--- config.mk ---
export PLATFORM = sky130hd
export DESIGN_NAME = dnn_dot_engine
export DESIGN_NICKNAME = d
export VERILOG_FILES = /design/src/rtl/dnn_dot_engine.sv
export SDC_FILE = /design/constraint.sdc
export NUM_CORES = 2
export LEC_CHECK = 0
export ABC_AREA = 1
export CORE_ASPECT_RATIO = 1.25
export CORE_MARGIN = 5
export CORE_UTILIZATION = 45
export DETAILED_ROUTE_END_ITERATION = 8
export PLACE_DENSITY = 0.72
export RECOVER_POWER = 25
export SYNTH_ARGS = -nofsm -noshare
export SYNTH_HDL_FRONTEND = slang
export SYNTH_SLANG_ARGS = --single-unit
--- constraint.sdc ---
create_clock -name clk -period 9.3 [get_ports clk]
set_input_delay 1.86 -clock clk [delete_from_list [all_inputs] [get_ports clk]]
set_output_delay 1.86 -clock clk [all_outputs]
set_load 0.02 [all_outputs]
--- src/rtl/dnn_dot_engine.sv ---
// Avalon-MM dot-product engine: CSR slave for job setup, read-only master that
// streams interleaved weight/activation words and accumulates a Q16.16 sum.
module dnn_dot_engine #(
  parameter int ADDR_W = 32,
  parameter int LEN_W  = 16
) (
  input  logic              clk,
  input  logic              rst_n,
  output logic              slave_waitrequest,
  input  logic [3:0]        slave_address,
  input  logic              slave_read,
  output logic [31:0]       slave_readdata,
  input  logic              slave_write,
  input  logic [31:0]       slave_writedata,
  input  logic              master_waitrequest,
  output logic [ADDR_W-1:0] master_address,
  output logic              master_read,
  input  logic [31:0]       master_readdata,
  input  logic              master_readdatavalid,
  output logic              master_write,
  output logic [31:0]       master_writedata
);

  typedef enum logic [2:0] {
    IDLE, RD_W, WAIT_W, RD_A, WAIT_A, MAC, FIN
  } state_t;

  state_t state, nxt;

  logic [ADDR_W-1:0] w_base, a_base, wptr, aptr;
  logic [31:0]       bias, result, acc;
  logic [LEN_W-1:0]  len, cnt;
  logic              relu, done;
  logic signed [31:0] w_reg, a_reg;
  logic signed [63:0] prod;
  logic [31:0]       prod_q;
  logic [LEN_W:0]    cnt_inc;
  logic              busy, start, last;
  logic [31:0]       rdata;

  assign busy    = (state != IDLE);
  assign start   = slave_write && (slave_address == 4'd0) && !busy;
  assign prod    = w_reg * a_reg;
  // Arithmetic shift then truncate keeps prod[47:16]: the Q16.16 product.
  assign prod_q  = 32'(prod >>> 16);
  assign cnt_inc = {1'b0, cnt} + (LEN_W+1)'(1);
  assign last    = (cnt_inc >= {1'b0, len});

  assign slave_waitrequest = 1'b0;
  assign master_write      = 1'b0;
  assign master_writedata  = '0;

  always_ff @(posedge clk or negedge rst_n) begin
    if (!rst_n) state <= IDLE;
    else        state <= nxt;
  end

  always_comb begin
    nxt            = state;
    master_read    = 1'b0;
    master_address = '0;
    case (state)
      IDLE:   if (start) nxt = (len == '0) ? FIN : RD_W;
      RD_W: begin
        master_read    = 1'b1;
        master_address = wptr;
        if (!master_waitrequest) nxt = WAIT_W;
      end
      WAIT_W: if (master_readdatavalid) nxt = RD_A;
      RD_A: begin
        master_read    = 1'b1;
        master_address = aptr;
        if (!master_waitrequest) nxt = WAIT_A;
      end
      WAIT_A: if (master_readdatavalid) nxt = MAC;
      MAC:    nxt = last ? FIN : RD_W;
      FIN:    nxt = IDLE;
      default: nxt = IDLE;
    endcase
  end

  always_ff @(posedge clk or negedge rst_n) begin
    if (!rst_n) begin
      w_base <= '0;
      a_base <= '0;
      bias   <= '0;
      len    <= '0;
      relu   <= 1'b0;
      result <= '0;
      done   <= 1'b0;
      acc    <= '0;
      cnt    <= '0;
      wptr   <= '0;
      aptr   <= '0;
      w_reg  <= '0;
      a_reg  <= '0;
    end else begin
      // Configuration is frozen for the whole job.
      if (slave_write && !busy) begin
        case (slave_address)
          4'd2: w_base <= ADDR_W'(slave_writedata);
          4'd3: a_base <= ADDR_W'(slave_writedata);
          4'd4: bias   <= slave_writedata;
          4'd5: len    <= slave_writedata[LEN_W-1:0];
          4'd6: relu   <= slave_writedata[0];
          default: ;
        endcase
      end
      if (start) begin
        done <= 1'b0;
        acc  <= bias;
        cnt  <= '0;
        wptr <= w_base;
        aptr <= a_base;
      end
      case (state)
        WAIT_W: if (master_readdatavalid) w_reg <= master_readdata;
        WAIT_A: if (master_readdatavalid) a_reg <= master_readdata;
        MAC: begin
          acc  <= acc + prod_q;
          cnt  <= cnt_inc[LEN_W-1:0];
          wptr <= wptr + ADDR_W'(4);
          aptr <= aptr + ADDR_W'(4);
        end
        FIN: begin
          result <= (relu && acc[31]) ? '0 : acc;
          done   <= 1'b1;
        end
        default: ;
      endcase
    end
  end

  always_comb begin
    rdata = '0;
    case (slave_address)
      4'd0: rdata = {30'b0, done, busy};
      4'd1: rdata = result;
      4'd2: rdata = 32'(w_base);
      4'd3: rdata = 32'(a_base);
      4'd4: rdata = bias;
      4'd5: rdata = 32'(len);
      4'd6: rdata = {31'b0, relu};
      default: rdata = '0;
    endcase
  end

  assign slave_readdata = slave_read ? rdata : '0;

endmodule

==> run_results.csv <==
group,metric,value,unit
run_status,status,"complete, but fails checks",
run_status,violations,"capacitance limit, slew limit",
logic_synthesis,synth.distinct_cells,55,
place,detailedPlacementHpwl,113,mm
critical_path,startpoint_type,"register",
logic_synthesis,ys_async_sr_fraction,100,%
timing,drv_slew,270,
timing,finClkSkew,0.0365,ns
critical_path,max_stage_delay,0.58,ns
logic_synthesis,syn_area,0.0484,sq mm
logic_synthesis,yosysSeqAreaShare,16.8,%
route,drtIter0Drc,3059,
clock_tree,worstSkewPairLatency,0.61,ns
timing,layout_min_cycle_time,8.93,ns
logic_synthesis,post_synth_and_or_nand_nor_area_fraction,16.8,%
logic_synthesis,post_synth_inst_count,6197,
floorplan,die_area,0.114,sq mm
logic_synthesis,ys.flop_type,"dfrtp_1",
run,max_cap_violations,3,
hold_path,worstHoldPathType,"register to register",
grt,grt_max_degree,152,
critical_path,critical_path.endpoint_type,"register",
timing,rsz0062_at_grt,"true",
timing,fmax,112,MHz
route,finalWirelength,139,mm
grt,overflow,0,
route,wl_per_cell,18.1,microns
logic_synthesis,yosys_warnings,0,
logic_synthesis,synthXorXnorAreaFrac,1.50,%
finish,area.growth.synth_to_final,9.33,%
logic_synthesis,synth-compound-area-share,8.32,%
timing,worst_pin_slew,4.03,ns
timing,final.period_utilization,96.0,%
finish,antenna_cells,0,
place,io_buffer_count,138,
clock_tree,cts_root_buffer,"clkbuf_16",
critical_path,crit_path_top_delay_cell,"dfrtp_1",
timing,hold_violations,0,
route,route.vias.total,39800,
grt,grtUsageTotal,24.7,%
logic_synthesis,synth.ff_latch_count,325,
timing,slew_headroom,-169,%
critical_path,cp_max_fo,12,
floorplan,i_o_pin_count,173,
floorplan,floorplan_core_area,0.107,sq mm
route,detail_route.vias_per_cell,5.20,
logic_synthesis,combinational_family_with_the_most_area_after_synthesis,"adder cells",
logic_synthesis,yosys-mux-area-fraction,0.0699,%
grt,global_route_wire_length_before_repair,226,mm
critical_path,critical_path_arrival,9.41,ns
timing,final.setup.tns,0,ns
critical_path,classification_of_the_worst_setup_path,"register to register",
clock_tree,cts.htree.levels,2,
critical_path,critPathMostFrequentCell,"fa_1",
floorplan,die_h,376,microns
clock_tree,clock_path_buffers,3,
clock_tree,tritoncts_clock_tree,"built",
logic_synthesis,syn-mean-instance-area,7.80,sq um
route,route.detailed.drc,0,
timing,setup-violations-final,0,
logic_synthesis,synth-edff-count,0,
logic_synthesis,synth-adder-area-share,40.4,%
clock_tree,cts.sink_count,325,
route,ant_nets,0,
finish,number_of_nets_in_the_layout,7342,
floorplan,placementRows,134,
floorplan,initial_core_util,45.3,%
place,place_congestion,0.972,
floorplan,die_width,303,microns
route,dr.pass1.iters,8,
clock_tree,clk_transition_reported_paths,0.06,ns
finish,final.fill_count,10000,
critical_path,critPathRequiredTime,9.79,ns
grt,initial_antenna_violation_count,1,
clock_tree,cts_buffer_count,40,
grt,vias_in_the_first_global_route,42400,
finish,drive_above_1_share,5.06,%
[final cells by class]
class,instances,area (sq um),share of cell area (%)
Multi-Input combinational cell,3868,32600,61.7
Sequential cell,325,8160,15.4
Clock inverter,13,239,0.452
Clock buffer,58,1140,2.15
Timing Repair Buffer,283,2570,4.86
Inverter,1693,6350,12.0
Tap cell,1428,1790,3.38
[kinds of logic (layout without fill, tap and decap cells)]
| kind of cell | after synthesis | after routing |
|---|---|---|
| buffers and inverters | 2037 | 2047 |
| AND/OR/NAND/NOR | 2003 | 2003 |
| adder cells (fa/ha/maj) | 1057 | 1057 |
| AO/OA/AOI/OAI | 688 | 688 |
| flip-flops | 325 | 325 |
| XOR/XNOR | 83 | 83 |
| multiplexers | 3 | 3 |
| other | 1 | 34 |
[Yosys cell counts, types with 2 or more instances]
| library cell | instances | area share [%] |
|---|---|---|
| o22ai_1 | 96 | 1.2 |
| o211ai_1 | 7 | 0.11 |
| nand3_2 | 5 | 0.10 |
| xnor2_1 | 16 | 0.29 |
| buf_1 | 20 | 0.16 |
| o31ai_1 | 5 | 0.078 |
| o211ai_2 | 2 | 0.052 |
| inv_2 | 21 | 0.16 |
| nor4_1 | 17 | 0.22 |
| nand2_2 | 7 | 0.091 |
| a21boi_1 | 2 | 0.031 |
| or2_2 | 15 | 0.19 |
| a31oi_1 | 13 | 0.17 |
| buf_4 | 34 | 0.53 |
| a221oi_1 | 18 | 0.33 |
| clkbuf_1 | 273 | 2.1 |
| fa_1 | 839 | 35 |
| mux2_2 | 3 | 0.070 |
| nor2_1 | 164 | 1.3 |
| nor3_1 | 30 | 0.31 |
| a211oi_1 | 16 | 0.25 |
| o221ai_1 | 45 | 0.82 |
| ha_1 | 218 | 5.6 |
| inv_1 | 1672 | 13 |
| xor2_1 | 67 | 1.2 |
| o21ai_0 | 299 | 3.1 |
| nand2_1 | 1567 | 12 |
| a21o_1 | 9 | 0.14 |
| o21ai_1 | 34 | 0.35 |
| o21bai_1 | 6 | 0.093 |
| a22o_1 | 7 | 0.13 |
| buf_2 | 17 | 0.18 |
| nor2_2 | 7 | 0.091 |
| nand3_1 | 147 | 1.5 |
| nand3b_1 | 6 | 0.093 |
| nor3_4 | 5 | 0.17 |
| nor3_2 | 4 | 0.083 |
| a32oi_1 | 2 | 0.036 |
| nor2_4 | 6 | 0.14 |
| a21oi_1 | 114 | 1.2 |
| nand4_1 | 18 | 0.23 |
| o21a_1 | 7 | 0.11 |
| dfrtp_1 | 325 | 17 |
[through the flow]
stage	std cells	util (%)	setup slack (ns)	hold WS (ns)	cell area, sq um
6_report	7668	49.5	0.374	0.489	52900
5_1_grt	7668	49.5	-0.0723	0.501	52900
4_1_cts	7666	49.4	0.0944	0.493	52800
3_5_place_dp	7595	48.1	0.139	0.470	51400
3_3_place_gp	7595	48.1	0.100	0.475	51400
2_1_floorplan	6230	-	1.23	0.445	48500
[final timing paths]
| kind | to | from | slack, ns | cells past startpoint |
|---|---|---|---|---|
| worst min register to register | result[0] | result[0] | 0.49 | 2 |
| worst max-delay path | acc[27] | a_reg[17] | 0.37 | 31 |
| worst max register to register | acc[27] | a_reg[17] | 0.37 | 31 |
| max in group asynchronous | a_reg[2] | rst_n | 1.33 | 2 |
| worst min-delay path | result[0] | result[0] | 0.49 | 2 |
| min in group asynchronous | wptr[30] | rst_n | 2.41 | 1 |
[critical path: cells and delay by family (launching register included)]
family / cells / cell delay [ns]
flip-flops: 1 / 0.58
AND/OR/NAND/NOR: 4 / 0.41
AO/OA/AOI/OAI: 9 / 2.05
buffers and inverters: 7 / 0.65
adder cells (fa/ha/maj): 10 / 4.85
XOR/XNOR: 1 / 0.27
[routing by layer]
| layer | share of wire (%) | up-vias | track usage [%] |
|---|---|---|---|
| li1 | - | 18100 | - |
| met1 | 39 | 19700 | 31.7 |
| met2 | 49 | 1713 | 42.0 |
| met3 | 7.7 | 346 | 4.15 |
| met4 | 4.5 | 2 | 9.51 |
| met5 | 0.011 | - | 0 |
[placed cells by master, fill, tap and decap left out, types with 18 or more instances in the layout]
cell,netlist,routed
a21oi_1,114,113
a221oi_1,18,18
buf_4,34,125
clkbuf_16,0,40
clkdlybuf4s50_1,0,137
conb_1,1,34
dfrtp_1,325,301
dfrtp_2,0,24
fa_1,839,839
ha_1,218,218
inv_1,1672,1672
inv_2,21,21
nand2_1,1567,1565
nand3_1,147,147
nand4_1,18,18
nor2_1,164,160
nor3_1,30,30
o21ai_0,299,299
o21ai_1,34,34
o221ai_1,45,45
o22ai_1,96,96
xor2_1,67,67
[what timing repair did]
item                                    4_1_cts  5_1_grt
gates resized for setup                       0       40
endpoints found under the setup margin        0       12
hold buffers                                  0        0
setup buffers                                 0        2
Power is not shown: default switching activity piles up to over one toggle a cycle in this logic, so the estimate is an artifact.
